--- config.mk ---
export PLATFORM = sky130hd
export DESIGN_NAME = mac_row
export DESIGN_NICKNAME = d
export VERILOG_FILES = /design/src/rtl/mac_row_pkg.sv /design/src/rtl/mac_tile.sv /design/src/rtl/mac_row.sv
export SDC_FILE = /design/constraint.sdc
export NUM_CORES = 1
export LEC_CHECK = 0
export BUFFER_PORTS_ARGS = -buffer_cell sky130_fd_sc_hd__clkbuf_2
export CAP_MARGIN = 15
export CORE_UTILIZATION = 28
export DETAILED_ROUTE_END_ITERATION = 6
export GPL_TIMING_DRIVEN = 0
export PLACE_DENSITY = 0.51
export SYNTH_ARGS = -nofsm -noshare
export SYNTH_HDL_FRONTEND = slang
export SYNTH_HIERARCHICAL = 1
export SYNTH_SLANG_ARGS = --single-unit
--- constraint.sdc ---
create_clock -name clk -period 7 [get_ports clk]
set_input_delay 1.4 -clock clk [delete_from_list [all_inputs] [get_ports clk]]
set_output_delay 1.4 -clock clk [all_outputs]
set_load 0.05 [all_outputs]
--- src/rtl/mac_row_pkg.sv ---
// Shared widths and instruction bit positions for the MAC row.
package mac_row_pkg;

    localparam int unsigned BW        = 4;
    localparam int unsigned PSUM_BW   = 16;
    localparam int unsigned COL       = 8;
    localparam int unsigned INST_W    = 2;

    // Instruction bit positions on inst_w / inst_q
    localparam int unsigned INST_LOAD = 0;
    localparam int unsigned INST_EXEC = 1;

endpackage

--- src/rtl/mac_tile.sv ---
// One weight-stationary MAC tile: holds a weight, forwards activation and
// instruction east, and produces unsigned(act) * signed(weight) + north psum.
module mac_tile
    import mac_row_pkg::*;
#(
    parameter int unsigned bw      = BW,
    parameter int unsigned psum_bw = PSUM_BW
) (
    input  logic                clk,
    input  logic                reset,
    input  logic [bw-1:0]       i_a,
    input  logic [INST_W-1:0]   i_inst,
    input  logic [psum_bw-1:0]  i_psum,
    output logic [bw-1:0]       o_a,
    output logic [INST_W-1:0]   o_inst,
    output logic [psum_bw-1:0]  o_psum_c,
    output logic                o_valid
);

    localparam int unsigned PROD_W = 2 * bw + 1;

    logic [bw-1:0]       r_a;
    logic [bw-1:0]       r_b;
    logic [psum_bw-1:0]  r_c;
    logic [INST_W-1:0]   r_inst;
    logic                r_load_ready;

    logic signed [bw:0]       w_a_s;
    logic signed [bw-1:0]     w_b_s;
    logic signed [PROD_W-1:0] w_prod;
    logic [psum_bw-1:0]       w_prod_ext;

    // Tile state: weight captured once, load token held back until the weight is in
    always_ff @(posedge clk) begin
        if (!reset) begin
            r_a          <= '0;
            r_b          <= '0;
            r_c          <= '0;
            r_inst       <= '0;
            r_load_ready <= 1'b1;
        end else begin
            r_c               <= i_psum;
            r_inst[INST_EXEC] <= i_inst[INST_EXEC];
            if (|i_inst) begin
                r_a <= i_a;
            end
            if (i_inst[INST_LOAD] && r_load_ready) begin
                r_b          <= i_a;
                r_load_ready <= 1'b0;
            end
            // Load only propagates east once this tile's slot is filled
            if (!r_load_ready) begin
                r_inst[INST_LOAD] <= i_inst[INST_LOAD];
            end
        end
    end

    // Activation is zero-extended to stay non-negative; weight is two's complement
    assign w_a_s      = {1'b0, r_a};
    assign w_b_s      = r_b;
    assign w_prod     = PROD_W'(w_a_s) * PROD_W'(w_b_s);
    assign w_prod_ext = {{(psum_bw - PROD_W){w_prod[PROD_W-1]}}, w_prod};

    assign o_psum_c = w_prod_ext + r_c;
    assign o_a      = r_a;
    assign o_inst   = r_inst;
    assign o_valid  = r_inst[INST_EXEC];

endmodule

--- src/rtl/mac_row.sv ---
// One row of a weight-stationary systolic array: col MAC tiles chained west to east.
module mac_row
    import mac_row_pkg::*;
#(
    parameter int unsigned bw      = BW,
    parameter int unsigned psum_bw = PSUM_BW,
    parameter int unsigned col     = COL
) (
    input  logic                    clk,
    input  logic                    reset,
    input  logic [bw-1:0]           in_w,
    input  logic [INST_W-1:0]       inst_w,
    input  logic [psum_bw*col-1:0]  in_n,
    output logic [psum_bw*col-1:0]  out_s,
    output logic [col-1:0]          valid
);

    logic [bw-1:0]     w_a_out    [col];
    logic [INST_W-1:0] w_inst_out [col];

    // The eastmost tile's forwarded data has no consumer
    logic [bw+INST_W-1:0] w_unused_east;
    assign w_unused_east = {w_a_out[col-1], w_inst_out[col-1]};

    // Tile chain with per-column psum slicing
    for (genvar g = 0; g < int'(col); g++) begin : g_tile
        logic [bw-1:0]     w_a_in;
        logic [INST_W-1:0] w_inst_in;

        if (g == 0) begin : g_west
            assign w_a_in    = in_w;
            assign w_inst_in = inst_w;
        end else begin : g_chain
            assign w_a_in    = w_a_out[g-1];
            assign w_inst_in = w_inst_out[g-1];
        end

        mac_tile #(
            .bw      (bw),
            .psum_bw (psum_bw)
        ) u_tile (
            .clk      (clk),
            .reset    (reset),
            .i_a      (w_a_in),
            .i_inst   (w_inst_in),
            .i_psum   (in_n[psum_bw*g +: psum_bw]),
            .o_a      (w_a_out[g]),
            .o_inst   (w_inst_out[g]),
            .o_psum_c (out_s[psum_bw*g +: psum_bw]),
            .o_valid  (valid[g])
        );
    end

endmodule

# Word level (Yosys, flattened, before mapping)
# Cells that the tools add are included.
[totals] regBits=215 inputBits=136 output_inout_bits=136 word_cells=79
[op_classes] add_sub_neg=8 multipliers=8 n_reduce_logical=16
[ops] operator="$add 16x16->16" count=8
[ops] operator="$mul 5x4->9" count=8
[ops] operator="$reduce_or 2->1" count=8
[ops] operator="$logic_and 1x1->1" count=8

# Logic depth before layout (Yosys ltp)
[depth] word_depth=2 ltp_mapped=20 depth_no_buf=19

# Cells and area by module
# Netlist, hierarchy kept.
[by_module_without_submodules] module="mac_tile (g_tile[0].u_tile ...)" n_inst=3 cells_per_inst=239 area_each_um2=2139.6 seq_area_each_um2=540.5
[by_module_without_submodules] module="mac_tile (g_tile[3].u_tile)" n_inst=1 cells_per_inst=251 area_each_um2=2204.6 seq_area_each_um2=540.5
[by_module_without_submodules] module="mac_tile (g_tile[6].u_tile)" n_inst=1 cells_per_inst=241 area_each_um2=2115.8 seq_area_each_um2=540.5
[by_module_without_submodules] module="mac_tile (g_tile[1].u_tile)" n_inst=1 cells_per_inst=235 area_each_um2=2107.0 seq_area_each_um2=540.5
[by_module_without_submodules] module="mac_tile (g_tile[5].u_tile)" n_inst=1 cells_per_inst=233 area_each_um2=2067.0 seq_area_each_um2=540.5
[by_module_without_submodules] module="mac_tile (g_tile[7].u_tile)" n_inst=1 cells_per_inst=231 area_each_um2=2029.4 seq_area_each_um2=540.5

# Worst setup path before layout
# OpenSTA, ideal clock, no wires.
[synth_path] path_type="register to output" startpoint="register g_tile[6].u_tile.r_a[2]" endpoint="output out_s[110]" arrival_time_ns=5.616 path_slack_ns=-0.016 path_stages_with_launch=16 path_buffers=0 cell_sequence="dfxtp_1 nand2_1 fa_1 fa_1 fa_1 inv_1 ha_1 a21oi_1 o211ai_1 a21oi_1 xnor2_1 ha_1 a21oi_1 o21ai_0 a21o_1 o311ai_0"
[synth_between] elab_chain_cells=2
[synth_lines] item="start: declaration" line_no="mac_tile.sv:22" rtl="logic [bw-1:0] r_a;"
[synth_lines] item="start signal: assignment" line_no="mac_tile.sv:45" rtl="r_a <= i_a;"
[synth_lines] item="$mul 5x4->9" line_no="mac_tile.sv:61" rtl="assign w_prod = PROD_W'(w_a_s) * PROD_W'(w_b_s);"
[synth_lines] item="$add 16x16->16" line_no="mac_tile.sv:64" rtl="assign o_psum_c = w_prod_ext + r_c;"
[synth_lines] item="end: declaration" line_no="mac_row.sv:14" rtl="output logic [psum_bw*col-1:0] out_s,"
# No other way between the ends.

# Worst setup path after layout
[layout_path] startpoint="register g_tile[1].u_tile.r_a[0]" endpoint="output out_s[29]"
[layout_between] elab_chain_cells=2
[layout_lines] item="start: declaration" line_no="mac_tile.sv:22"
[layout_lines] item="start signal: assignment" line_no="mac_tile.sv:45"
[layout_lines] item="$mul 5x4->9" line_no="mac_tile.sv:61"
[layout_lines] item="$add 16x16->16" line_no="mac_tile.sv:64"
# No other way between the ends.

==> flow_metrics.env <==
export IMPL_drv_cap=0
export IMPL_fin_crit_sh=0.9666
export IMPL_timing_hold_ws_ps=496.3
export IMPL_viasPerCell=4.736
export IMPL_postSynthCellCount=1904
export IMPL_p_int_uw=2418
export IMPL_path_clk_slew_ps=60
export IMPL_io_buffers=271
export IMPL_nFillCells=6022
export IMPL_cp_slowest_cell="fa_1"
export IMPL_p_switching_uw=1040
export IMPL_crit_end="out_s[29]"
export IMPL_start_kind="flop"
export IMPL_required_ps=5600
export IMPL_layout_min_cycle_time_ps=6766
export IMPL_cts_max_path_buffers=3
export IMPL_tightest_slew_ps=545.1
export IMPL_hold_depth=2
export IMPL_status="complete, but fails checks"
export IMPL_slew_viol_final=0
export IMPL_cp_max_fo=7
export IMPL_finalNetCount=2677
export IMPL_drc=11
export IMPL_die_h_um=247.7
export IMPL_worstSetupPathType="flop to output pin"
export IMPL_power_frac_seq=0.375
export IMPL_grt_use_total=0.1389
export IMPL_cts_tree="done"
export IMPL_grt_pass1_vias=14470
export IMPL_relSlewSlack=0.6366
export IMPL_syn2layout_area_growth_pct=25.64
export IMPL_grt_max_degree=50
export IMPL_root_buffer="clkbuf_16"
export IMPL_wl_per_cell_um=14.40
export IMPL_leakagePower_uw=0.01045
export IMPL_reg2reg_to="g_tile[4].u_tile/o_a[3]"
export IMPL_crit_family="adder cells"
export IMPL_antenna_found_initial=0
export IMPL_r2r_start="g_tile[3].u_tile/o_inst[0]"
export IMPL_layout_cells_non_filler=3034
export IMPL_max_stage_delay_ps=550
export IMPL_crit_path_start="g_tile[1].u_tile/o_a[0]"
export IMPL_r2r_slack_ps=5830
export IMPL_synth_area_um2=16900
export IMPL_dpl_cell_count=2949
export IMPL_gp_congestion=0.8354
export IMPL_die_w_um=247.7
export IMPL_dpl_hpwl_um=34580
export IMPL_timing_fmax_mhz=147.8
export IMPL_fin_area_um2=21230
export IMPL_worstPathArrival_ps=5370
export IMPL_switching_share=0.3008
export IMPL_drt_iter0_drc=458
export IMPL_avgSynthCellArea_um2=8.875
export IMPL_yosys_warnings=6
export IMPL_fp_coreArea_um2=59350
export IMPL_violations="design-rule violations"
export IMPL_start_util=0.2847
export IMPL_diodes=0
export IMPL_worst_slack_ps=233.7
export IMPL_seqCellArea_um2=4358
export IMPL_holdCritPathClass="flop to flop"
export IMPL_num_rows=89
export IMPL_p_comb_frac=0.165
export IMPL_drive_gt1_frac=0.2353
export IMPL_power_density_nw_per_um2=162.8
export IMPL_grt_ovfl_total=0
export IMPL_setup_violations=0
export IMPL_worst_path_buf_inv=4
export IMPL_vias=14370
export IMPL_wl_um=43700
export IMPL_ant_nets=0
export IMPL_endpoint_kind="output pin"
export IMPL_die_area_um2=61340
export IMPL_insertion_delay_ps=580
export IMPL_irDropWorstVdd_mv=0.1639
export IMPL_grt_pass1_wl_um=69660
export IMPL_reg2reg_depth=3
export IMPL_pre_cts_slack_ps=-92.27
export IMPL_syn_num_nets=2344
export IMPL_htreeDepth=1
export IMPL_ios=272
export IMPL_skew_ps=11.77
export IMPL_crit_cells=19
export IMPL_numClockSinks=215
export IMPL_crit_chain="nand2b_1 -> fa_1 -> fa_1 -> fa_1 -> inv_1 -> ha_2 -> fa_2 -> a21o_1 -> a21oi_2 -> xnor2_1 -> ha_1 -> inv_2 -> buf_12 -> a2111oi_4 -> o21ai_2 -> and2_4 -> or4b_1 -> o311ai_1 -> buf_4"
export IMPL_place_area_um2=19240
export IMPL_fin_util=0.3577
export IMPL_clkPwrFrac=0.460
export IMPL_hold_viol=0
export IMPL_cts_buffers=30
export IMPL_drtPass1Iterations=7
export IMPL_cpMostUsedCell="fa_1"
export IMPL_multi_input_area_um2=12370
registers in the layout, indices dropped and copies added, names as in the netlist:
signal and count:
g_tile.u_tile/o_a 32, g_tile.u_tile/r_load_ready 8, g_tile.u_tile/o_inst 15, g_tile.u_tile/r_c 128
g_tile.u_tile/r_b 32
cell usage in the layout, fill, tap and decap left out, types with 12 or more instances in the layout:
cell	count
nor2_1	44
a31oi_1	19
xnor2_1	85
o21ai_0	85
xor2_1	40
dfxtp_2	22
fa_1	43
o21bai_1	12
and2_1	200
buf_4	43
a21boi_0	61
a21oi_1	83
o211ai_1	15
nor3_1	14
nor2b_1	14
inv_1	141
a21o_1	40
nand3_1	55
ha_4	15
clkbuf_1	37
o21ai_1	12
a21oi_2	35
ha_1	239
clkbuf_16	31
dfxtp_1	186
nand2_1	178
nand2b_1	25
clkbuf_2	247
how the worst min path moves through the flow:
| stage | slack (ps) | endpoint | startpoint |
|---|---|---|---|
| floorplan | 460 | g_tile[5].u_tile/r_b[0] | g_tile[5].u_tile/r_b[0] |
| global placement | 490 | g_tile[5].u_tile/r_b[0] | g_tile[5].u_tile/r_b[0] |
| detailed placement | 500 | g_tile[5].u_tile/r_b[2] | g_tile[5].u_tile/r_b[2] |
| CTS | 510 | g_tile[5].u_tile/r_b[2] | g_tile[5].u_tile/r_b[2] |
| global route | 510 | g_tile[0].u_tile/r_b[2] | g_tile[0].u_tile/r_b[2] |
| finish | 500 | g_tile[3].u_tile/r_b[2] | g_tile[3].u_tile/r_b[2] |
metrics by stage:
stage	total power [µW]	setup TNS, ps
floorplan	1714	0
global placement	1868	-41.46
detailed placement	1874	-182.1
CTS	3529	0
global route	3632	-51.46
finish	3458	0
layout make-up:
cell class	count	share of cell area
Timing Repair Buffer	302	0.08062
Multi-Input combinational cell	1492	0.5828
Inverter	144	0.02546
Clock inverter	18	0.009311
Sequential cell	215	0.2053
Tap cell	773	0.04555
Clock buffer	38	0.03919
Buffer	52	0.01179
routing by layer:
| metal | GRT usage | share of wire | vias up |
|---|---|---|---|
| met2 | 0.2570 | 0.51 | 244 |
| met1 | 0.1589 | 0.42 | 6785 |
| met3 | 0.02995 | 0.051 | 64 |
| met4 | 0.03861 | 0.021 | 0 |
| li1 | - | - | 7276 |
| met5 | 0 | 0 | - |
repair_timing:
action                     CTS  global route
buffers inserted             6            24
hold buffers                 0             0
pin swaps                   15            49
gates resized for setup     69           119
setup endpoints to repair   32            40
worst register-to-register path, cell delays in order (launching register included):
cell      delay [ps]
dfxtp_1          430
clkbuf_1         320
o21ai_0          150
a21boi_0         190
power by group through the flow:
stage | clock [µW] | sequential, µW | combinational (µW)
global route | 1720 | 1300 | 616
CTS | 1670 | 1300 | 565
floorplan | 0 | 1320 | 398
finish | 1590 | 1300 | 571
detailed placement | 0 | 1320 | 551
global placement | 0 | 1320 | 545
Note: power is estimated with default switching activity, not from simulation.
